### src/rtl/draw_crosshair_if.sv
// vga_if: one pixel's worth of VGA timing plus colour.
//   vcount/hcount : 11-bit pixel coordinates
//   vsync/hsync   : sync pulses
//   vblnk/hblnk   : blanking flags
//   rgb           : 12-bit colour (4:4:4)
// Modports: out/master drive the stream, in/slave receive it.
interface vga_if;
  logic [10:0] vcount;
  logic [10:0] hcount;
  logic        vsync;
  logic        hsync;
  logic        vblnk;
  logic        hblnk;
  logic [11:0] rgb;

  modport out    (output vcount, hcount, vsync, hsync, vblnk, hblnk, rgb);
  modport in     (input  vcount, hcount, vsync, hsync, vblnk, hblnk, rgb);
  modport master (output vcount, hcount, vsync, hsync, vblnk, hblnk, rgb);
  modport slave  (input  vcount, hcount, vsync, hsync, vblnk, hblnk, rgb);
endinterface

### src/rtl/draw_crosshair.sv
// draw_crosshair: last stage of the game video pipeline. Overlays the aiming
// crosshair on the incoming vga_if stream with exactly one clock of latency.
//   clk, rst        : clock, asynchronous active-high reset
//   enable          : overlay enable (game / end screens)
//   mouse_xpos/ypos : cursor position, latched once per frame
//   left_mouse      : raw left button level (synchronised here)
//   magazine_empty  : blink the crosshair while high
//   in              : upstream timing + rgb
//   out             : same timing delayed one clk, rgb with overlay
module draw_crosshair #(
  parameter int          CROSS_HALF   = 12,
  parameter int          CROSS_GAP    = 3,
  parameter int          THICK_HALF   = 1,
  parameter int          RECOIL       = 4,
  parameter int          FLASH_FRAMES = 6,
  parameter int          BLINK_LOG2   = 4,
  parameter logic [11:0] COLOUR       = 12'hF00,
  parameter logic [11:0] FLASH_COLOUR = 12'hFFF
) (
  input  logic        clk,
  input  logic        rst,
  input  logic        enable,
  input  logic [11:0] mouse_xpos,
  input  logic [11:0] mouse_ypos,
  input  logic        left_mouse,
  input  logic        magazine_empty,
  vga_if.in           in,
  vga_if.out          out
);

  localparam int FCW = $clog2(FLASH_FRAMES + 1);

  typedef enum logic {S_IDLE, S_FLASH} state_t;

  state_t              r_state, w_state_nxt;
  logic [FCW-1:0]      r_flash_cnt, w_flash_cnt_nxt;
  logic [BLINK_LOG2:0] r_frame_cnt;
  logic [11:0]         r_cur_x, r_cur_y;
  // [0],[1]: synchroniser stages; [2]: previous synchronised level
  logic [2:0]          r_btn;

  logic [10:0] r_vcount, r_hcount;
  logic        r_vsync, r_hsync, r_vblnk, r_hblnk;
  logic [11:0] r_rgb;

  logic        w_sof;
  logic        w_shot;
  logic        w_flash;
  logic        w_visible;
  logic signed [12:0] w_dx_raw, w_dy_raw;
  logic [12:0] w_dx, w_dy, w_len;
  logic        w_hit_h, w_hit_v, w_pixel_on;
  logic [11:0] w_rgb_nxt;

  assign w_sof   = (in.vcount == '0) && (in.hcount == '0);
  assign w_shot  = r_btn[1] & ~r_btn[2];
  assign w_flash = (r_state == S_FLASH);

  // Button synchroniser and edge detect
  always_ff @(posedge clk or posedge rst) begin
    if (rst) r_btn <= '0;
    else     r_btn <= {r_btn[1:0], left_mouse};
  end

  // Cursor and frame counter only move on the frame start strobe
  always_ff @(posedge clk or posedge rst) begin
    if (rst) begin
      r_cur_x     <= '0;
      r_cur_y     <= '0;
      r_frame_cnt <= '0;
    end else if (w_sof) begin
      r_cur_x     <= mouse_xpos;
      r_cur_y     <= mouse_ypos;
      r_frame_cnt <= r_frame_cnt + 1'b1;
    end
  end

  always_ff @(posedge clk or posedge rst) begin
    if (rst) begin
      r_state     <= S_IDLE;
      r_flash_cnt <= '0;
    end else begin
      r_state     <= w_state_nxt;
      r_flash_cnt <= w_flash_cnt_nxt;
    end
  end

  always_comb begin
    w_state_nxt     = r_state;
    w_flash_cnt_nxt = r_flash_cnt;
    if (!enable) begin
      w_state_nxt     = S_IDLE;
      w_flash_cnt_nxt = '0;
    end else begin
      case (r_state)
        S_IDLE: begin
          if (w_shot) begin
            w_state_nxt     = S_FLASH;
            w_flash_cnt_nxt = FCW'(FLASH_FRAMES);
          end
        end
        S_FLASH: begin
          // retrigger beats both expiry and the strobe decrement
          if (w_shot)
            w_flash_cnt_nxt = FCW'(FLASH_FRAMES);
          else if (r_flash_cnt == '0)
            w_state_nxt = S_IDLE;
          else if (w_sof)
            w_flash_cnt_nxt = r_flash_cnt - 1'b1;
        end
        default: begin
          w_state_nxt     = S_IDLE;
          w_flash_cnt_nxt = '0;
        end
      endcase
    end
  end

  // Geometry: distances from the latched cursor, 13-bit signed then abs
  always_comb begin
    w_dx_raw = $signed({2'b00, in.hcount}) - $signed({1'b0, r_cur_x});
    w_dy_raw = $signed({2'b00, in.vcount}) - $signed({1'b0, r_cur_y});
    w_dx     = w_dx_raw[12] ? 13'(-w_dx_raw) : 13'(w_dx_raw);
    w_dy     = w_dy_raw[12] ? 13'(-w_dy_raw) : 13'(w_dy_raw);
    w_len    = 13'(CROSS_HALF) + (w_flash ? 13'(RECOIL) : 13'd0);
    w_hit_h  = (w_dy <= 13'(THICK_HALF)) && (w_dx >= 13'(CROSS_GAP)) && (w_dx <= w_len);
    w_hit_v  = (w_dx <= 13'(THICK_HALF)) && (w_dy >= 13'(CROSS_GAP)) && (w_dy <= w_len);
    w_pixel_on = w_hit_h || w_hit_v;
  end

  assign w_visible = enable && !(magazine_empty && r_frame_cnt[BLINK_LOG2]);

  always_comb begin
    w_rgb_nxt = in.rgb;
    if (!in.hblnk && !in.vblnk && w_visible && w_pixel_on)
      w_rgb_nxt = w_flash ? FLASH_COLOUR : COLOUR;
  end

  always_ff @(posedge clk or posedge rst) begin
    if (rst) begin
      r_vcount <= '0;
      r_hcount <= '0;
      r_vsync  <= 1'b0;
      r_hsync  <= 1'b0;
      r_vblnk  <= 1'b0;
      r_hblnk  <= 1'b0;
      r_rgb    <= '0;
    end else begin
      r_vcount <= in.vcount;
      r_hcount <= in.hcount;
      r_vsync  <= in.vsync;
      r_hsync  <= in.hsync;
      r_vblnk  <= in.vblnk;
      r_hblnk  <= in.hblnk;
      r_rgb    <= w_rgb_nxt;
    end
  end

  assign out.vcount = r_vcount;
  assign out.hcount = r_hcount;
  assign out.vsync  = r_vsync;
  assign out.hsync  = r_hsync;
  assign out.vblnk  = r_vblnk;
  assign out.hblnk  = r_hblnk;
  assign out.rgb    = r_rgb;

endmodule
### src/flat_wrapper.sv
// flat-port wrapper written by rule: the top's interface ports become plain ports
module draw_crosshair_flat 
#(
  parameter int          CROSS_HALF   = 12,
  parameter int          CROSS_GAP    = 3,
  parameter int          THICK_HALF   = 1,
  parameter int          RECOIL       = 4,
  parameter int          FLASH_FRAMES = 6,
  parameter int          BLINK_LOG2   = 4,
  parameter logic [11:0] COLOUR       = 12'hF00,
  parameter logic [11:0] FLASH_COLOUR = 12'hFFF
)
  (clk, rst, enable, mouse_xpos, mouse_ypos, left_mouse, magazine_empty, in_vcount, in_hcount, in_vsync, in_hsync, in_vblnk, in_hblnk, in_rgb, out_vcount, out_hcount, out_vsync, out_hsync, out_vblnk, out_hblnk, out_rgb);
  vga_if in_i ();
  vga_if out_i ();
  input  logic clk;
  input  logic rst;
  input  logic enable;
  input  logic [11:0] mouse_xpos;
  input  logic [11:0] mouse_ypos;
  input  logic left_mouse;
  input  logic magazine_empty;
  input wire logic [$bits(in_i.vcount)-1:0] in_vcount;
  input wire logic [$bits(in_i.hcount)-1:0] in_hcount;
  input wire logic [$bits(in_i.vsync)-1:0] in_vsync;
  input wire logic [$bits(in_i.hsync)-1:0] in_hsync;
  input wire logic [$bits(in_i.vblnk)-1:0] in_vblnk;
  input wire logic [$bits(in_i.hblnk)-1:0] in_hblnk;
  input wire logic [$bits(in_i.rgb)-1:0] in_rgb;
  output wire logic [$bits(out_i.vcount)-1:0] out_vcount;
  output wire logic [$bits(out_i.hcount)-1:0] out_hcount;
  output wire logic [$bits(out_i.vsync)-1:0] out_vsync;
  output wire logic [$bits(out_i.hsync)-1:0] out_hsync;
  output wire logic [$bits(out_i.vblnk)-1:0] out_vblnk;
  output wire logic [$bits(out_i.hblnk)-1:0] out_hblnk;
  output wire logic [$bits(out_i.rgb)-1:0] out_rgb;
  assign in_i.vcount = in_vcount;
  assign in_i.hcount = in_hcount;
  assign in_i.vsync = in_vsync;
  assign in_i.hsync = in_hsync;
  assign in_i.vblnk = in_vblnk;
  assign in_i.hblnk = in_hblnk;
  assign in_i.rgb = in_rgb;
  assign out_vcount = out_i.vcount;
  assign out_hcount = out_i.hcount;
  assign out_vsync = out_i.vsync;
  assign out_hsync = out_i.hsync;
  assign out_vblnk = out_i.vblnk;
  assign out_hblnk = out_i.hblnk;
  assign out_rgb = out_i.rgb;
  draw_crosshair #(.CROSS_HALF(CROSS_HALF), .CROSS_GAP(CROSS_GAP), .THICK_HALF(THICK_HALF), .RECOIL(RECOIL), .FLASH_FRAMES(FLASH_FRAMES), .BLINK_LOG2(BLINK_LOG2), .COLOUR(COLOUR), .FLASH_COLOUR(FLASH_COLOUR)) u_core (.clk(clk), .rst(rst), .enable(enable), .mouse_xpos(mouse_xpos), .mouse_ypos(mouse_ypos), .left_mouse(left_mouse), .magazine_empty(magazine_empty), .in(in_i), .out(out_i));
endmodule
### config.mk
export PLATFORM = sky130hd
export DESIGN_NAME = draw_crosshair_flat
export DESIGN_NICKNAME = d
export VERILOG_FILES = /design/src/rtl/draw_crosshair_if.sv /design/src/rtl/draw_crosshair.sv /design/src/flat_wrapper.sv
export SDC_FILE = /design/constraint.sdc
export NUM_CORES = 1
export LEC_CHECK = 0
export ABC_CLOCK_PERIOD_IN_PS = 9200
export CAP_MARGIN = 20
export CORE_MARGIN = 2
export CORE_UTILIZATION = 55
export DETAILED_ROUTE_END_ITERATION = 12
export PLACE_DENSITY_LB_ADDON = 0.05
export SYNTH_ARGS = -nofsm -noshare
export SYNTH_HDL_FRONTEND = slang
export SYNTH_SLANG_ARGS = --single-unit
### constraint.sdc
create_clock -name clk -period 9.2 [get_ports clk]
set_clock_uncertainty 0.2 [all_clocks]
set_input_delay 1.84 -clock clk [delete_from_list [all_inputs] [get_ports clk]]
set_output_delay 1.84 -clock clk [all_outputs]
set_load 0.02 [all_outputs]
# [Word-level counts from Yosys, hierarchy flattened]
# Index checks and enable logic that the tools add are counted.
[totals] romBits=0 elab_cells=66 reg_bits=74 mem_bits_rw=0 latchBits=0 input_bits=67 n_memories=0
[op_classes] n_addsub=7 n_lt_le_gt_ge=6 eq_ne=3 n_div=0 n_mux=16 multipliers=0 n_shift=0 bitwise_logic=3 n_reduce_logical=18
[ops] op="$ge 13x2->1 const B" count=2
[ops] op="$le 13x1->1 const B" count=2
[ops] op="$le 13x13->1" count=2
[ops] op="$mux 13" count=2
[ops] op="$neg 13->13" count=2
[ops] op="$sub 11x12->13" count=2
[ops] op="$logic_not 11->1" count=2
[ops] op="$mux 3" count=6
[ops] op="$add 4x13->13 const A" count=1
[ops] op="$mux 12" count=1
[ops] op="$logic_and 1x1->1" count=10
[ops] op="$mux 8" count=1
[ops] op="$ne 4x4->1 const B" count=2
[ops] op="$pmux 3 s2" count=1
[ops] op="$add 5x1->5 const B" count=1
[ops] op="$mux 1" count=4
[ops] op="$logic_not 1->1" count=3
[ops] op="$logic_not 3->1" count=1
[ops] op="$ne 3x2->1 const B" count=1
[ops] op="$reduce_and 3->1" count=1
[ops] op="$sub 3x1->3 const B" count=1
[ops] op="$not 1->1" count=2
[ops] op="$pmux 1 s2" count=1
[ops] op="$and 1x1->1" count=1
[ops] op="$logic_or 1x1->1" count=1

# [Longest topological paths before layout]
[logic_depth] depth_word=9 ltp_mapped=20

# [Worst setup path after synthesis]
# No wires, ideal clock.
[synth_path] path_type="input to register" from="input in_hcount[0]" to="register u_core.r_rgb[2], in the netlist u_core.out.rgb[2]" required_time_ns=8.875 slack_ns=3.526 setup_time_ns=0.125 cell_stages=20 arrival_ns=5.349 path_cell_list="inv_1 -> ha_1 -> fa_1 -> nand2b_1 -> a21oi_1 -> a211oi_2 -> a211oi_2 -> a31oi_1 -> xor2_1 -> ha_1 -> nor2b_1 -> o21ai_0 -> nand2b_1 -> nor2_1 -> o211ai_1 -> o21ai_0 -> and4_1 -> o2111ai_2 -> buf_6 -> mux2_4"
[synth_between] elab_chain_len=9 word_cells_on_any_way=13 classes_between="add/sub: 2; order compare: 3; mux: 2; reduce/logical: 6"
[synth_rtl] item="start: declaration" line="flat_wrapper.sv:24" text="input wire logic [$bits(in_i.hcount)-1:0] in_hcount;"
[synth_rtl] item="$sub 11x12->13 *" line="draw_crosshair.sv:121" text="w_dx_raw = $signed({2'b00, in.hcount}) - $signed({1'b0, r_cur_x});"
[synth_rtl] item="$neg 13->13" line="draw_crosshair.sv:123" text="w_dx = w_dx_raw[12] ? 13'(-w_dx_raw) : 13'(w_dx_raw);"
[synth_rtl] item="$mux 13 *" line="draw_crosshair.sv:123"
[synth_rtl] item="$ge 13x2->1 or $le 13x1->1 (tied branches)" line="draw_crosshair.sv:126, draw_crosshair.sv:127"
[synth_rtl] item="$logic_and 1x1->1 (on tied branches) (2 in series)" line="draw_crosshair.sv:126, draw_crosshair.sv:127"
[synth_rtl] item="$logic_or 1x1->1 *" line="draw_crosshair.sv:128" text="w_pixel_on = w_hit_h || w_hit_v;"
[synth_rtl] item="$logic_and 1x1->1 *" line="draw_crosshair.sv:135" text="if (!in.hblnk && !in.vblnk && w_visible && w_pixel_on)"
[synth_rtl] item="$mux 12 *" line="draw_crosshair.sv:135"
[synth_rtl] item="net u_core.w_rgb_nxt[2]" line="draw_crosshair.sv:53" text="logic [11:0] w_rgb_nxt;"
[synth_rtl] item="end signal: assignment" line="draw_crosshair.sv:155" text="r_rgb <= w_rgb_nxt;"
[synth_rtl] item="end: declaration" line="draw_crosshair.sv:44" text="logic [11:0] r_rgb;"
# Mark *: on every way through the listed nets, which the timed path passes. The rest lies on a longest branch.
# A chain may end at the register's enable or synchronous reset.

# [Worst setup path in the final report]
[layout_path] from="input in_hcount[0]" to="register u_core.r_rgb[1], in the netlist u_core.out.rgb[1]"
# Same word-level chain as after synthesis.

==> flow_summary_export.csv <==
group,metric,value,unit
yosys,synth_seq_area_share,0.404,
yosys,yosys_warnings,0,
setup_path,rrSetupSlack,4.38,ns
final_layout,nets,680,
power_and_ir_drop,comb_power_share,0.181,
final_layout,final_common_cell,"clkdlybuf4s50_1",
yosys,synthXorXnorAreaFrac,0.0513,
sta,tightest_slew,0.919,ns
global_route,use_met2,0.441,
place,pre_cts_slack,2.29,ns
setup_path,slowest_delay,0.62,ns
cts,clock_latency,0.36,ns
cts,cts_tree,"built",
power_and_ir_drop,finalPower,782,uW
sta,setup_slack,2.69,ns
cts,clk_path_buf_depth,2,
final_layout,multi_input_area,2540,um^2
setup_path,cp-start-kind,"input pin",
routing,wl_per_cell,15.4,um
worst_hold_path,hold_end,"u_core.r_btn[1]",
global_route,grt_most_used_layer,"met2",
routing,drtIter0Drc,177,
die,fp.dieW,95.3,um
final_layout,antennaDiodeCount,0,
sta,final_hold_viol_count,0,
power_and_ir_drop,clock_power_share,0.385,
status,status,"finished clean",
yosys,synth_top_family_by_area,"compound AO/OA/AOI/OAI gates",
sta,max-slew-margin-rel,0.379,
yosys,syn_area,4590,um^2
setup_path,worstPathRequired,9.25,ns
final_layout,stdcell_count,686,
worst_hold_path,min_path_cells,0,
routing,vias,3901,
worst_hold_path,hold_path_class,"flip-flop to flip-flop",
setup_path,path_class,"input pin to flip-flop",
cts,clk_transition_reported_paths,0.08,ns
power_and_ir_drop,p_sw,197,uW
setup_path,reg2reg_depth,18,
cts,post_cts_buffers,0,
sta,grt_setup_unrepaired,"no",
setup_path,regToRegStartpoint,"u_core.r_cur_x[0]",
cts,htree_levels,3,
routing,vias_per_cell,5.69,
final_layout,syn_to_final_growth,29.7,%
power_and_ir_drop,ir_drop,0.0000951,V
routing,wl,10.6,mm
setup_path,path_delay_family,"compound AO/OA/AOI/OAI gates",
yosys,synthMuxAreaShare,0.0387,
global_route,grt_max_degree,75,
yosys,syn_area_per_cell,9.70,um^2
sta,fin_crit,6.51,ns
yosys,synth_edf_count,0,
place,place_inst,671,
final_layout,final_core_util,0.732,
place,postPlaceCellArea,5720,um^2
setup_path,crit_buf_inv,2,
cts,post_cts_resized,0,
yosys,ys_types,64,
place,dp_hpwl,8.04,mm
global_route,antenna_found_initial,0,
die,num_rows,33,
final_layout,stdcell_area,5950,um^2
yosys,synthFlopType,"dfrtp_1",
sta,final_max_slew_viol_count,0,
die,ioPinCount,105,
sta,fin_setup_tns,0,ns
setup_path,cp_slowest_cell,"o2111ai_2",
setup_path,cp_max_fo,12,
sta,layout_worst_path_cycle_share,0.707,
setup_path,arrival,6.56,ns
cts,cts-buffers-inserted,9,
global_route,grtUsageMet1,0.305,
global_route,met3_usage,0.0395,
routing,postRouteAntennaNets,0,
yosys,synthAdderAreaFrac,0.101,
power_and_ir_drop,intPower,586,uW
run,maxCapViolations,0,
worst_hold_path,hp-start,"u_core.r_btn[0]",
power_and_ir_drop,p_leak,2.67,nW
global_route,grt_pass1_vias,3782,
routing,dr.pass1.iters,4,
place,portBuffers,104,
yosys,yosys_register_bits,74,
die,die_h,95.3,um
setup_path,crit_chain,"clkdlybuf4s50_1 -> inv_1 -> ha_1 -> fa_1 -> nand2b_1 -> a21oi_1 -> a211oi_2 -> a211oi_2 -> a31oi_1 -> xor2_1 -> ha_1 -> nor2b_1 -> o21ai_0 -> nand2b_1 -> nor2_1 -> o211ai_1 -> o21ai_0 -> and4_1 -> o2111ai_2 -> mux2_2",
sta,fmax,0.154,GHz
die,die_area,9090,um^2
global_route,globalRouteTotalUtil,0.250,
power_and_ir_drop,powerDensity,131,nW/um^2
routing,drc,0,
die,coreArea,8130,um^2
yosys,synthArstFlopShare,1.00,
yosys,yosys.area_share.simple,0.176,
final_layout,layout_common_cells,"104 x clkdlybuf4s50_1, 74 x dfrtp_1, 37 x nand2_1, 36 x o21ai_0, 36 x inv_1",
power_and_ir_drop,swShare,0.252,
global_route,grt_pass1_wl,17.7,mm
global_route,grt_remaining_overflow,0,
sta,hold_ws,0.171,ns
die,initial_utilization,0.564,
setup_path,reg2reg_to,"u_core.out.rgb[1]",
yosys,synthCells,473,
final_layout,ff_latch_area,1850,um^2
final_layout,nFillCells,631,
cts,cts-hold-fix-buffers,0,
place,gp_congestion,0.846,
power_and_ir_drop,p_seq_frac,0.433,
setup_path,cp-end-kind,"flip-flop",
cts,cts_sinks,74,
yosys,synth_compound_gate_area_share,0.185,
sta,setup_viol,0,
cts,root_buffer,"clkbuf_8",
final_layout,drive_gt1_frac,0.0775,
yosys,postSynthNetCount,576,
cell families after synthesis:
group           after synthesis
fa+ha+maj                    36
simple gates                152
mux                          14
flops                        74
buf+inv                      50
xor+xnor                     26
compound gates              121
worst max-delay path by stage:
| stage | from | endpoint | slack [ns] | cells after the start |
|---|---|---|---|---|
| floorplan | in_hcount[0] | u_core.out.rgb[2] | 3.53 | 20 |
| global placement | in_hcount[0] | u_core.out.rgb[1] | 2.47 | 20 |
| detailed placement | in_hcount[0] | u_core.out.rgb[1] | 2.29 | 20 |
| CTS | in_hcount[0] | u_core.out.rgb[1] | 2.67 | 20 |
| global route | in_hcount[0] | u_core.out.rgb[1] | 2.20 | 20 |
| finish | in_hcount[0] | u_core.out.rgb[1] | 2.69 | 20 |
power by group through the flow:
stage | combinational [mW] | clock, mW | sequential (mW)
finish | 0.142 | 0.301 | 0.339
floorplan | 0.0664 | 0 | 0.356
global route | 0.156 | 0.319 | 0.340
CTS | 0.142 | 0.305 | 0.339
detailed placement | 0.142 | 0 | 0.346
global placement | 0.138 | 0 | 0.345
metal layers:
metal	vias up	part of all wire
met5	-	0
met4	0	0.022
met3	24	0.042
met2	99	0.51
met1	1861	0.43
li1	1917	-
synth_stat cells, drive strengths merged (9+ instances only):
cell,instances,area [um^2]
xnor2,15,139
nor2,23,86.3
dfrtp,74,1850
xor2,11,96.3
ha,34,425
clkbuf,11,41.3
nand3,15,75.1
o21ai,38,190
inv,37,139
a21oi,23,115
nand2b,14,87.6
mux2,12,158
nand4,9,56.3
nand2,37,139
registers in the layout, indices dropped and copies added (netlist names):
name / flops
u_core.r_cur_y: 12
u_core.out.rgb: 12
u_core.out.hcount: 11
u_core.out.vblnk: 1
u_core.out.hsync: 1
u_core.r_cur_x: 12
u_core.out.vsync: 1
u_core.out.vcount: 11
u_core.out.hblnk: 1
u_core.r_frame_cnt: 5
u_core.r_state: 1
u_core.r_flash_cnt: 3
u_core.r_btn: 3
area by class of cell:
type                            count  share of cell area
Sequential cell                    74               0.311
Clock inverter                      5              0.0175
Multi-Input combinational cell    349               0.427
Tap cell                          105              0.0221
Inverter                           37              0.0235
Clock buffer                       10              0.0214
Timing Repair Buffer              106               0.177
No activity file was read; power rests on OpenSTA's default activity.
